--- src/rtl/dmem_pkg.sv ---
// Shared encodings for the data-memory access unit: funct3 sizes, FSM states
// and the byte-enable helper used for both halves of a split access.
package dmem_pkg;

  localparam logic [1:0] SZ_B = 2'b00;
  localparam logic [1:0] SZ_H = 2'b01;
  localparam logic [1:0] SZ_W = 2'b10;
  localparam logic [1:0] SZ_D = 2'b11;

  typedef enum logic [1:0] {
    ST_IDLE = 2'b00,
    ST_ACC0 = 2'b01,
    ST_ACC1 = 2'b10,
    ST_RESP = 2'b11
  } state_e;

  // Two-word-wide enable mask: low BYTES bits serve the first access, the
  // next BYTES bits are the lanes spilling into the following word.
  function automatic logic [15:0] be_mask(input logic [1:0] size, input logic [2:0] off);
    logic [15:0] base;
    base = (16'd1 << (5'd1 << size)) - 16'd1;
    return base << off;
  endfunction

endpackage

--- src/rtl/dmem_access_unit_if.sv ---
// Core request/response and word-memory bus of the data-memory access unit.
interface dmem_access_unit_if #(
  parameter int XLEN   = 32,
  parameter int ADDR_W = 32
);
  localparam int BYTES = XLEN / 8;

  logic              req_valid;
  logic              req_ready;
  logic              req_we;
  logic [2:0]        req_func3;
  logic [ADDR_W-1:0] req_addr;
  logic [XLEN-1:0]   req_wdata;
  logic              resp_valid;
  logic [XLEN-1:0]   resp_rdata;
  logic              resp_err;
  logic              mem_req;
  logic              mem_we;
  logic [ADDR_W-1:0] mem_addr;
  logic [BYTES-1:0]  mem_be;
  logic [XLEN-1:0]   mem_wdata;
  logic              mem_ack;
  logic [XLEN-1:0]   mem_rdata;

  modport slave (
    input  req_valid, req_we, req_func3, req_addr, req_wdata, mem_ack, mem_rdata,
    output req_ready, resp_valid, resp_rdata, resp_err,
           mem_req, mem_we, mem_addr, mem_be, mem_wdata
  );

  modport master (
    output req_valid, req_we, req_func3, req_addr, req_wdata, mem_ack, mem_rdata,
    input  req_ready, resp_valid, resp_rdata, resp_err,
           mem_req, mem_we, mem_addr, mem_be, mem_wdata
  );
endinterface

--- src/rtl/dmem_load_extend.sv ---
// Sign/zero extension of right-justified load bytes to the full datapath width.
module dmem_load_extend
  import dmem_pkg::*;
#(
  parameter int XLEN = 32
) (
  input  logic [XLEN-1:0] raw,
  input  logic [1:0]      size,
  input  logic            uns,
  output logic [XLEN-1:0] result
);
  localparam int SW = $clog2(XLEN) + 1;

  logic [SW-1:0]   nbits_s;
  logic [XLEN-1:0] mask_s;
  logic            msb_s;

  // Number of significant bits for the access size.
  always_comb begin
    nbits_s = SW'(XLEN);
    case (size)
      SZ_B:    nbits_s = SW'(8);
      SZ_H:    nbits_s = SW'(16);
      SZ_W:    nbits_s = SW'(32);
      default: nbits_s = SW'(XLEN);
    endcase
  end

  // Full-width loads get an all-ones mask, so nothing is replicated.
  assign mask_s = {XLEN{1'b1}} >> (SW'(XLEN) - nbits_s);
  assign msb_s  = (|(raw & mask_s & ~(mask_s >> 1))) & ~uns;
  assign result = (raw & mask_s) | ({XLEN{msb_s}} & ~mask_s);

endmodule

--- src/rtl/dmem_access_unit.sv ---
// Load/store access unit: byte enables, lane shifting, load extension and
// optional splitting of word-crossing accesses into two memory transactions.
module dmem_access_unit
  import dmem_pkg::*;
#(
  parameter int XLEN             = 32,
  parameter int ADDR_W           = 32,
  parameter int ALLOW_MISALIGNED = 1
) (
  input logic              clk,
  input logic              rst,
  dmem_access_unit_if.slave bus
);
  localparam int BYTES = XLEN / 8;
  localparam int OFF_W = $clog2(BYTES);

  state_e            state_r;
  logic              we_r;
  logic              uns_r;
  logic              split_r;
  logic [1:0]        size_r;
  logic [OFF_W-1:0]  off_r;
  logic [ADDR_W-1:0] addr_r;
  logic [BYTES-1:0]  be_hi_r;
  logic [XLEN-1:0]   wdata_hi_r;
  logic [XLEN-1:0]   raw_r;

  logic [1:0]         size_s;
  logic [OFF_W-1:0]   off_s;
  logic [ADDR_W-1:0]  aligned_s;
  logic               illegal_s;
  logic [4:0]         end_s;
  logic               cross_s;
  logic [2*BYTES-1:0] be_wide_s;
  logic [2*XLEN-1:0]  wd_wide_s;
  logic [OFF_W:0]     rem_s;
  logic [XLEN-1:0]    merged_s;
  logic [XLEN-1:0]    ext_s;

  assign size_s    = bus.req_func3[1:0];
  assign off_s     = bus.req_addr[OFF_W-1:0];
  assign aligned_s = {bus.req_addr[ADDR_W-1:OFF_W], {OFF_W{1'b0}}};
  assign illegal_s = ((size_s == SZ_D) && (XLEN == 32)) || (bus.req_func3[2] && bus.req_we);
  assign end_s     = 5'(off_s) + (5'd1 << size_s);
  assign cross_s   = end_s > 5'(BYTES);
  assign be_wide_s = (2 * BYTES)'(be_mask(size_s, 3'(off_s)));
  assign wd_wide_s = {{XLEN{1'b0}}, bus.req_wdata} << {off_s, 3'b000};

  // Second word supplies the bytes above the BYTES-off already captured.
  assign rem_s    = (OFF_W + 1)'(BYTES) - {1'b0, off_r};
  assign merged_s = (state_r == ST_ACC1) ? (raw_r | (bus.mem_rdata << {rem_s, 3'b000}))
                                         : (bus.mem_rdata >> {off_r, 3'b000});

  dmem_load_extend #(.XLEN(XLEN)) u_extend (
    .raw    (merged_s),
    .size   (size_r),
    .uns    (uns_r),
    .result (ext_s)
  );

  // Access FSM with registered bus and response outputs.
  always_ff @(posedge clk or posedge rst) begin
    if (rst) begin
      state_r        <= ST_IDLE;
      we_r           <= 1'b0;
      uns_r          <= 1'b0;
      split_r        <= 1'b0;
      size_r         <= 2'b00;
      off_r          <= {OFF_W{1'b0}};
      addr_r         <= {ADDR_W{1'b0}};
      be_hi_r        <= {BYTES{1'b0}};
      wdata_hi_r     <= {XLEN{1'b0}};
      raw_r          <= {XLEN{1'b0}};
      bus.req_ready  <= 1'b1;
      bus.resp_valid <= 1'b0;
      bus.resp_rdata <= {XLEN{1'b0}};
      bus.resp_err   <= 1'b0;
      bus.mem_req    <= 1'b0;
      bus.mem_we     <= 1'b0;
      bus.mem_addr   <= {ADDR_W{1'b0}};
      bus.mem_be     <= {BYTES{1'b0}};
      bus.mem_wdata  <= {XLEN{1'b0}};
    end else begin
      case (state_r)
        ST_IDLE: begin
          if (bus.req_valid) begin
            we_r          <= bus.req_we;
            uns_r         <= bus.req_func3[2];
            size_r        <= size_s;
            off_r         <= off_s;
            addr_r        <= aligned_s;
            split_r       <= cross_s;
            be_hi_r       <= be_wide_s[2*BYTES-1:BYTES];
            wdata_hi_r    <= wd_wide_s[2*XLEN-1:XLEN];
            raw_r         <= {XLEN{1'b0}};
            bus.req_ready <= 1'b0;
            if (illegal_s || (cross_s && (ALLOW_MISALIGNED == 0))) begin
              state_r        <= ST_RESP;
              bus.resp_valid <= 1'b1;
              bus.resp_err   <= 1'b1;
            end else begin
              state_r       <= ST_ACC0;
              bus.mem_req   <= 1'b1;
              bus.mem_we    <= bus.req_we;
              bus.mem_addr  <= aligned_s;
              bus.mem_be    <= be_wide_s[BYTES-1:0];
              bus.mem_wdata <= wd_wide_s[XLEN-1:0];
            end
          end
        end
        ST_ACC0, ST_ACC1: begin
          if (bus.mem_ack) begin
            raw_r <= merged_s;
            if ((state_r == ST_ACC0) && split_r) begin
              state_r       <= ST_ACC1;
              bus.mem_addr  <= addr_r + ADDR_W'(BYTES);
              bus.mem_be    <= be_hi_r;
              bus.mem_wdata <= wdata_hi_r;
            end else begin
              state_r        <= ST_RESP;
              bus.mem_req    <= 1'b0;
              bus.mem_we     <= 1'b0;
              bus.mem_addr   <= {ADDR_W{1'b0}};
              bus.mem_be     <= {BYTES{1'b0}};
              bus.mem_wdata  <= {XLEN{1'b0}};
              bus.resp_valid <= 1'b1;
              bus.resp_rdata <= we_r ? {XLEN{1'b0}} : ext_s;
            end
          end
        end
        ST_RESP: begin
          state_r        <= ST_IDLE;
          bus.resp_valid <= 1'b0;
          bus.resp_err   <= 1'b0;
          bus.resp_rdata <= {XLEN{1'b0}};
          bus.req_ready  <= 1'b1;
        end
        default: begin
          state_r       <= ST_IDLE;
          bus.req_ready <= 1'b1;
        end
      endcase
    end
  end

endmodule
--- src/flat_wrapper.sv ---
// flat-port wrapper written by rule: the top's interface ports become plain ports
module dmem_access_unit_flat import dmem_pkg::*;
#(
  parameter int XLEN             = 32,
  parameter int ADDR_W           = 32,
  parameter int ALLOW_MISALIGNED = 1
)
  (clk, rst, bus_req_valid, bus_req_we, bus_req_func3, bus_req_addr, bus_req_wdata, bus_mem_ack, bus_mem_rdata, bus_req_ready, bus_resp_valid, bus_resp_rdata, bus_resp_err, bus_mem_req, bus_mem_we, bus_mem_addr, bus_mem_be, bus_mem_wdata);
  dmem_access_unit_if #(.XLEN(XLEN), .ADDR_W(ADDR_W)) bus_i ();
  input logic clk;
  input logic rst;
  input wire logic [$bits(bus_i.req_valid)-1:0] bus_req_valid;
  input wire logic [$bits(bus_i.req_we)-1:0] bus_req_we;
  input wire logic [$bits(bus_i.req_func3)-1:0] bus_req_func3;
  input wire logic [$bits(bus_i.req_addr)-1:0] bus_req_addr;
  input wire logic [$bits(bus_i.req_wdata)-1:0] bus_req_wdata;
  input wire logic [$bits(bus_i.mem_ack)-1:0] bus_mem_ack;
  input wire logic [$bits(bus_i.mem_rdata)-1:0] bus_mem_rdata;
  output wire logic [$bits(bus_i.req_ready)-1:0] bus_req_ready;
  output wire logic [$bits(bus_i.resp_valid)-1:0] bus_resp_valid;
  output wire logic [$bits(bus_i.resp_rdata)-1:0] bus_resp_rdata;
  output wire logic [$bits(bus_i.resp_err)-1:0] bus_resp_err;
  output wire logic [$bits(bus_i.mem_req)-1:0] bus_mem_req;
  output wire logic [$bits(bus_i.mem_we)-1:0] bus_mem_we;
  output wire logic [$bits(bus_i.mem_addr)-1:0] bus_mem_addr;
  output wire logic [$bits(bus_i.mem_be)-1:0] bus_mem_be;
  output wire logic [$bits(bus_i.mem_wdata)-1:0] bus_mem_wdata;
  assign bus_i.req_valid = bus_req_valid;
  assign bus_i.req_we = bus_req_we;
  assign bus_i.req_func3 = bus_req_func3;
  assign bus_i.req_addr = bus_req_addr;
  assign bus_i.req_wdata = bus_req_wdata;
  assign bus_i.mem_ack = bus_mem_ack;
  assign bus_i.mem_rdata = bus_mem_rdata;
  assign bus_req_ready = bus_i.req_ready;
  assign bus_resp_valid = bus_i.resp_valid;
  assign bus_resp_rdata = bus_i.resp_rdata;
  assign bus_resp_err = bus_i.resp_err;
  assign bus_mem_req = bus_i.mem_req;
  assign bus_mem_we = bus_i.mem_we;
  assign bus_mem_addr = bus_i.mem_addr;
  assign bus_mem_be = bus_i.mem_be;
  assign bus_mem_wdata = bus_i.mem_wdata;
  dmem_access_unit #(.XLEN(XLEN), .ADDR_W(ADDR_W), .ALLOW_MISALIGNED(ALLOW_MISALIGNED)) u_core (.clk(clk), .rst(rst), .bus(bus_i));
endmodule
--- config.mk ---
export PLATFORM = sky130hd
export DESIGN_NAME = dmem_access_unit_flat
export DESIGN_NICKNAME = d
export VERILOG_FILES = /design/src/rtl/dmem_pkg.sv /design/src/rtl/dmem_access_unit_if.sv /design/src/rtl/dmem_load_extend.sv /design/src/rtl/dmem_access_unit.sv /design/src/flat_wrapper.sv
export SDC_FILE = /design/constraint.sdc
export NUM_CORES = 1
export LEC_CHECK = 0
export BUFFER_PORTS_ARGS = -buffer_cell sky130_fd_sc_hd__buf_2
export CAP_MARGIN = 20
export CORE_MARGIN = 2
export CORE_UTILIZATION = 56
export DETAILED_ROUTE_END_ITERATION = 10
export GPL_ROUTABILITY_DRIVEN = 0
export PLACE_DENSITY = 0.81
export RECOVER_POWER = 25
export SYNTH_ARGS = -nofsm -noshare
export SYNTH_HDL_FRONTEND = slang
export SYNTH_SLANG_ARGS = --single-unit
--- constraint.sdc ---
create_clock -name clk -period 7.95 [get_ports clk]
set_input_delay 0.795 -clock clk [delete_from_list [all_inputs] [get_ports clk]]
set_output_delay 0.795 -clock clk [all_outputs]
set_load 0.1 [all_outputs]
==> results.ini, run 1 <==
[run_status]
outcome=finished, violations left
violations=max-capacitance violations, max-slew violations

[cts]
cts.clk_slew.worst_paths_ns=0.06
cts_resized=0
cts_made_buffers=22
hold_buffers=0
cts_max_level=1
post-cts-setup-buffers=0
cts_tree=yes
clock_latency_ns=0.51
root_buffer=clkbuf_16
clkSinkCount=202
cts_buffer_depth=3

[floorplan]
dieWidth_um=144
fp-row-count=51
pin_count=209
die_h_um=144
core-area_sq_um=19300
dieArea_sq_um=20600
initial_core_util=0.565

[layout]
final_common_cell=buf_2
syn2layout_area_growth_pct=16.5
fin_nets=1358
final_area_sq_um=12700
final_layout_size_suffix_gt1_frac=0.276
final_cell_mix=buf_2 (206), dfrtp_1 (201), nand2_1 (103)
nFillCells=1545

[setup_path]
path_buf_inv=3
crit_type=in -> async
r2r_end=u_core.bus.mem_wdata[3]
cp_cell_sequence=buf_2 -> clkinvlp_2 -> buf_4
crit_family=buffers and inverters
r2r_start=u_core.state_r[0]
r2r_slack_ns=3.72
reg2reg_depth=7
cp_data_required_time_ns=8.46
critPathSlowestCell=clkinvlp_2
path_max_fanout=132
cp-end-kind=async pin
slowest_delay_ns=3.13
arrival_ns=5.19
cp-start-kind=input pin

[logic_synthesis]
ys.warnings.count=0
yosysUniqueCellTypes=74
synthTopCellsByArea=dfrtp_1 (46%), mux2_2 (7.1%), a21oi_1 (4.2%), nand2_1 (3.6%), mux2i_1 (3.3%)
syn_area_sq_um=10900
synth_top_cell_area_share=0.460
synth.ff_latch_count=202
synth_area_per_cell_sq_um=10.1
syn_inst=1081
ys_seq_area_frac=0.463
synth_top_flop_cell=dfrtp_1
synth_enable_flop_cells=0
synth_top_cell_by_area=dfrtp_1
async_flop_share=1.00

[grt]
grt-ovfl-total=0
use_met2=0.484
antenna_found_initial=3
busiest_layer=met2
grt_usage=0.294
grt_max_degree=133
first_global_vias=9473
grt_pass1_wl_um=48500
met1_usage=0.386
use_met3=0.0586

[placement]
placed_area_sq_um=12000
place_hpwl_um=20400
port_buffers=206

[worst_hold_path]
worstHoldStart=u_core.raw_r[23]
hold_depth=2
holdPathEnd=u_core.raw_r[23]
hp-class=reg -> reg

[route]
wl_per_cell_um=20.1
drc=0
antenna_left=0
drt_iter0_markers=871
vias_per_cell=6.23
first_pass_iters=7
vias=9479
wirelength_um=30600

[timing]
slew_headroom=-2.82
rsz0062_at_grt=false
tightest_slew_ns=5.69
slew_violations=133
skew_ns=0.0157
tns_ns=0
finalHoldViolCount=0
hold_slack_ns=0.475
finalSetupViolations=0
period_needed_ns=4.68
timing.final.crit_share=0.588
fmax_mhz=214

[flow_run]
cap_violations=1

[metal layers]
metal  vias to the layer above  wire length [um]
met4                         2              1030
met3                        81              2370
met1                      4672             12200
met5                         -                13
met2                       422             15000
li1                       4302                 -
[area by class of cell]
class,count,area [sq um],share of cell area
diodes,2,5.00,0.000393
clock buffers,33,653,0.0513
clock inverters,3,90.1,0.00708
inverters,27,103,0.00806
multi-input cells,773,5380,0.422
flip-flops and latches,202,5060,0.397
well taps,265,332,0.0260
repair buffers,217,1110,0.0875
[cell families (layout without fill, tap and decap cells)]
kind of cell    after synthesis  after routing  synth area share
mux                         106            106             0.106
xor+xnor                     28             28            0.0224
buf+inv                     107            280            0.0465
fa+ha+maj                    11             11            0.0133
flops                       202            202             0.463
other cells                   1              4          0.000343
simple gates                297            297             0.134
compound gates              329            329             0.214
[worst reg2reg max path, stage by stage, from the launching register on]
cell and delay, ns:
dfrtp_1 0.38, inv_1 0.09, ha_1 0.97, nor2_1 0.23, or3_1 0.77, a21o_4 0.61
nor3_4 0.83, a221o_1 0.29
[through the flow]
stage               setup slack, ns  std cells  utilization
floorplan                      1.65       1082            -
global placement               3.91       1484        0.620
detailed placement             3.76       1484        0.620
CTS                            3.71       1520        0.658
global route                   2.26       1521        0.658
finish                         3.27       1522        0.658
[worst max path at each step]
| stage | from | end | slack, ns | depth (start not counted) |
|---|---|---|---|---|
| after floorplan | rst | u_core.addr_r[10] | 1.65 | 1 |
| after global placement | u_core.state_r[0] | u_core.bus.mem_wdata[12] | 3.91 | 7 |
| after detailed placement | u_core.state_r[0] | u_core.bus.mem_wdata[3] | 3.76 | 7 |
| after CTS | u_core.state_r[0] | u_core.bus.mem_wdata[20] | 3.71 | 7 |
| after global routing | rst | u_core.bus.mem_addr[29] | 2.26 | 3 |
| final | rst | u_core.bus.mem_addr[20] | 3.27 | 3 |
[synthesized netlist by cell type, types with 15 or more instances]
cell type,number
a21oi_1,91
a221o_1,28
a22o_1,32
and3_1,16
buf_2,15
clkbuf_1,39
dfrtp_1,201
inv_1,26
mux2_2,69
mux2i_1,36
nand2_1,104
nor2_1,78
nor2b_1,16
nor3_1,15
o21ai_0,55
o22ai_1,31
xnor2_1,17
[registers in the layout, indices dropped and copies added, names as in the netlist]
| register | cells |
|---|---|
| u_core.uns_r | 1 |
| u_core.bus.mem_addr | 30 |
| u_core.bus.resp_err | 1 |
| u_core.split_r | 1 |
| u_core.wdata_hi_r | 24 |
| u_core.bus.resp_rdata | 32 |
| u_core.bus.mem_req | 1 |
| u_core.state_r | 2 |
| u_core.raw_r | 32 |
| u_core.be_hi_r | 4 |
| u_core.bus.mem_wdata | 32 |
| u_core.size_r | 2 |
| u_core.bus.req_ready | 1 |
| u_core.bus.mem_we | 1 |
| u_core.bus.mem_be | 4 |
| u_core.off_r | 2 |
| u_core.bus.resp_valid | 1 |
| u_core.we_r | 1 |
| u_core.addr_r | 30 |
Power of run 1 is not shown: default switching activity piles up to over one toggle a cycle in this logic, so the estimate is an artifact.
==> run 2, diff against run 1 <==
ABC_AREA = 1   (was default)
CORE_UTILIZATION = 51   (was 56)
PLACE_DENSITY = 0.77   (was 0.81)
clock period = 4.3 ns   (was 7.95 ns; I/O delays follow)
==> run 2 against run 1 <==
The flow still finishes with violations (max-capacitance violations, max-slew violations); wire length is 6.9% higher; non-clock buffer count rose by 7; count of clock-buffer cells in the layout shrank 4; largest cell class is now flip-flops and latches.
==> results.ini, run 2 <==
[route]
antenna_left=0
wl_per_cell_um=16.9
first_pass_iters=5
wirelength_um=32700
drt_iter0_markers=1067
vias_per_cell=5.70
drc=0
vias=11016

[timing]
tns_ns=0
rsz0062_at_grt=false
slew_headroom=-0.443
period_needed_ns=3.18
tightest_slew_ns=2.16
skew_ns=0.0110
fmax_mhz=314
setup_slack_ns=1.12
timing.final.crit_share=0.740
finalSetupViolations=0
slew_violations=176
finalHoldViolCount=0

[cts]
cts_buffer_depth=3
cts.clk_slew.worst_paths_ns=0.06
hold_buffers=0
cts_tree=yes
cts_made_buffers=23
clock_latency_ns=0.51
clkSinkCount=202
cts_max_level=1
root_buffer=clkbuf_16
cts_resized=0
post-cts-setup-buffers=0

[placement]
place_ws_ns=1.17
place_hpwl_um=22600
port_buffers=206

[logic_synthesis]
synth_enable_flop_cells=0
synth_top_family_by_area=simple AND/OR/NAND/NOR gates
yosys-top-cells-count=nand2_1 (481), dfrtp_1 (201), o21ai_0 (167), inv_1 (150), nand3_1 (104)
synthTopCellsByArea=dfrtp_1 (46%), nand2_1 (16%), o21ai_0 (7.6%), inv_1 (5.1%), nand3_1 (4.7%)
syn_inst=1475
yosysUniqueCellTypes=47
synth_top_cell_by_area=dfrtp_1
synth_mux_area_frac=0.00545
ys.warnings.count=0
synth_top_cell_area_share=0.456
yosysMostFrequentCell=nand2_1
synth_compound_area_frac=0.181
yosys.area_share.xor_xnor=0.00397
synth_area_per_cell_sq_um=7.48
synth.ff_latch_count=202
ys_seq_area_frac=0.458
syn_area_sq_um=11000
yosys.area_share.adder=0.0132
synth_top_flop_cell=dfrtp_1
async_flop_share=1.00
yosys.area_share.simple=0.250

[layout]
final_layout_size_suffix_gt1_frac=0.175
nFillCells=1936
syn2layout_area_growth_pct=16.5
final_common_cell=nand2_1
post-route-util=0.608
final_cell_mix=nand2_1 (480), buf_2 (206), dfrtp_1 (201)
fin_nets=1759
top_regs=u_core.bus.mem_wdata x32, u_core.bus.resp_rdata x32, u_core.raw_r x32

[grt]
first_global_vias=10429
grt-ovfl-total=0
grt_usage=0.288
grt_max_degree=91
antenna_found_initial=2
grt_pass1_wl_um=52400

[setup_path]
cp-end-kind=register
path_max_fanout=32
cp-start-kind=register
arrival_ns=3.54
crit_type=reg -> reg
cp_data_required_time_ns=4.66

[floorplan]
core-area_sq_um=21200
dieWidth_um=151
pin_count=209
dieArea_sq_um=22800
die_h_um=151
initial_core_util=0.521
fp-row-count=53

[flow_run]
cap_violations=2

[run_status]
outcome=finished, violations left
violations=max-capacitance violations, max-slew violations

[worst_hold_path]
hp-class=in -> reg

[run 2: cell count changes in the layout (fill, tap and decap cells not counted), sizes merged, moves of 28 or more]
cell,change
a21oi,-41
a221o,-28
a22o,-31
inv,+130
mux2,-69
mux2i,-30
nand2,+380
nand3,+93
o21ai,+116
[run 2: stage by stage]
stage                     instances  cell area [sq um]  hold WS (ns)
after floorplan                1476              11000         0.449
after global placement         1893              12200         0.458
after detailed placement       1894              12200         0.461
after CTS                      1931              12900        0.0355
after global routing           1933              12900         0.138
final                          1933              12900         0.141
[run 2: cell families after synthesis]
logic type,after synthesis
compound gates,337
xor+xnor,5
fa+ha+maj,11
buf+inv,240
flops,202
mux,6
other cells,1
simple gates,673
[run 2: final cells by class]
| cell class | instances | area [sq um] | share of cell area |
|---|---|---|---|
| Sequential cell | 202 | 5060 | 0.393 |
| Multi-Input combinational cell | 1034 | 5020 | 0.390 |
| Timing Repair Buffer | 224 | 1170 | 0.0909 |
| Clock buffer | 29 | 618 | 0.0481 |
| Inverter | 159 | 598 | 0.0465 |
| Tap cell | 275 | 344 | 0.0268 |
| Clock inverter | 8 | 46.3 | 0.00360 |
| Antenna cell | 2 | 5.00 | 0.000389 |
[run 2: worst max-delay path: stages, from the launching register on]
cell,delay (ns)
dfrtp_1,0.38
inv_1,0.09
ha_1,0.41
inv_2,0.09
or2_1,0.24
nand2_2,0.10
nor2_4,0.03
buf_4,0.25
o21ai_4,0.29
nor2_1,0.08
buf_4,0.22
inv_2,0.55
o21ai_1,0.10
o21bai_1,0.19
[run 2: metal layers]
layer / part of all wire / GRT usage / wire length [um] / vias up
met5: 0 / 0 / 0 / -
met4: 0.032 / 0.108 / 1060 / 0
met3: 0.085 / 0.0386 / 2780 / 82
met2: 0.47 / 0.471 / 15500 / 531
met1: 0.41 / 0.393 / 13400 / 5191
li1: - / - / - / 5212
[run 2: path summary, 6_finish.rpt]
path	startpoint	endpoint	cells past startpoint	slack [ns]
min in group asynchronous	rst	u_core.addr_r[11]	2	0.19
setup reg to reg	u_core.state_r[0]	u_core.bus.mem_addr[19]	13	1.12
setup / recovery	u_core.state_r[0]	u_core.bus.mem_addr[19]	13	1.12
max in group asynchronous	rst	u_core.bus.mem_wdata[10]	3	1.45
hold / removal	bus_req_addr[18]	u_core.addr_r[18]	3	0.14
hold reg to reg	u_core.bus.mem_wdata[17]	u_core.bus.mem_wdata[17]	2	0.47
Power of run 2 is left out for the same reason.
==> run 3, diff against run 2 <==
CORE_UTILIZATION = 56   (was 51)
PLACE_DENSITY = 0.81   (was 0.77)
clock period = 2.95 ns   (was 4.3 ns; I/O delays follow)
==> run 3 against run 2 <==
The flow still finishes with violations (max-capacitance violations, max-slew violations); utilization is 6.6 points higher; via count is 1.1% higher; critical path depth fell by 2; die area is 8.7% lower; cell area increased by 1.7%; setup slack got worse by 0.92 ns; first-iteration DRC count is 2.1% lower; hold slack worse by 0.13 ns; global-route usage grew 2.8 points; fmax increased by 16%; sequential share of layout area decreased by 0.66 points; count of clock-buffer cells in the layout rose by 2.
==> results.ini, run 3 (synthesis gave the netlist of run 2 again) <==
[setup_path]
cp_data_required_time_ns=3.34
arrival_ns=3.14
cp-end-kind=register
path_max_fanout=29
reg2reg_depth=11
crit_type=reg -> reg
cp-start-kind=register

[route]
vias_per_cell=5.74
drc=0
wirelength_um=32900
drt_iter0_markers=1045
vias=11135
wl_per_cell_um=17.0
antenna_left=0
first_pass_iters=5

[grt]
grt_max_degree=97
grt_pass1_wl_um=52500
grt-ovfl-total=0
first_global_vias=10572
grt_usage=0.316
antenna_found_initial=2

[floorplan]
die_h_um=144
dieWidth_um=144
initial_core_util=0.569
fp-row-count=51
dieArea_sq_um=20800
core-area_sq_um=19400
pin_count=209

[placement]
place_hpwl_um=22900
port_buffers=206

[timing]
slew_headroom=-0.0294
skew_ns=0.0121
timing.final.crit_share=0.933
slew_violations=30
tightest_slew_ns=1.54
rsz0062_at_grt=false
fmax_mhz=363
finalSetupViolations=0
finalHoldViolCount=0
tns_ns=0
period_needed_ns=2.75

[run_status]
violations=max-capacitance violations, max-slew violations
outcome=finished, violations left

[layout]
final_common_cell=nand2_1
seqCellArea_sq_um=5060
nFillCells=1705
final_layout_size_suffix_gt1_frac=0.181
syn2layout_area_growth_pct=18.5
top_regs=u_core.bus.mem_wdata x32, u_core.bus.resp_rdata x32, u_core.raw_r x32
fin_nets=1772
multi_input_area_sq_um=5020
final_cell_mix=nand2_1 (480), buf_2 (205), dfrtp_1 (201)

[cts]
hold_buffers=3
cts_buffer_depth=3
root_buffer=clkbuf_16
cts_max_level=1
clkSinkCount=202
cts_resized=0
cts.clk_slew.worst_paths_ns=0.06
cts_tree=yes
clock_latency_ns=0.52
post-cts-setup-buffers=0
cts_made_buffers=22

[worst_hold_path]
hold_depth=3
hp-class=in -> reg

[flow_run]
cap_violations=1

run 3: cell count changes in the layout (fill, tap and decap cells not counted), sizes merged:
cell / previous run / this run
clkinv: 10 / 9
clkinvlp: 2 / 1
bufinv: 0 / 3
dlygate4sd3: 0 / 3
clkbuf: 31 / 35
buf: 222 / 231
inv: 155 / 154
run 3: stage by stage:
step                      setup slack [ns]  hold WS (ns)  cell area [sq um]  utilization  std cells
final                                0.197        0.0106              13100        0.674       1939
after global routing                0.0292        0.0106              13100        0.674       1939
after floorplan                     0.0395         0.405              11000            -       1476
after detailed placement             0.251         0.371              12300        0.633       1895
after CTS                            0.227       0.00166              13100        0.675       1937
after global placement               0.435         0.368              12300        0.633       1895
run 3: final timing paths:
check | startpoint | end | slack [ns]
worst max-delay path | u_core.state_r[0] | u_core.bus.mem_addr[25] | 0.20
worst min-delay path | bus_req_addr[9] | u_core.addr_r[9] | 0.01
worst max register to register | u_core.state_r[0] | u_core.bus.mem_addr[25] | 0.20
worst min register to register | u_core.bus.resp_rdata[18] | u_core.bus.resp_rdata[18] | 0.47
max in group asynchronous | rst | u_core.wdata_hi_r[21] | 0.60
min in group asynchronous | rst | u_core.addr_r[9] | 0.48
run 3: critical path, cell delays in order, from the launching register on:
cell      delay, ns
dfrtp_1        0.39
inv_1          0.10
ha_1           0.40
inv_2          0.09
or2_1          0.24
nand2_2        0.10
nor2_4         0.05
o21ai_4        0.23
nor2_1         0.15
inv_2          0.53
o21ai_1        0.14
o21bai_1       0.19
run 3: final cells by class:
| type | count | area share |
|---|---|---|
| multi-input cells | 1034 | 0.384 |
| well taps | 265 | 0.0254 |
| inverters | 159 | 0.0458 |
| flip-flops and latches | 202 | 0.387 |
| diodes | 2 | 0.000383 |
| clock buffers | 31 | 0.0517 |
| repair buffers | 238 | 0.0972 |
| clock inverters | 8 | 0.00909 |
run 3: per-layer routing:
layer | track usage | part of all wire | up-vias
li1 | - | - | 5224
met1 | 0.416 | 0.40 | 5231
met2 | 0.519 | 0.47 | 572
met3 | 0.0543 | 0.088 | 108
met4 | 0.136 | 0.044 | 0
met5 | 0 | 0 | -
Power of run 3 is left out for the same reason.
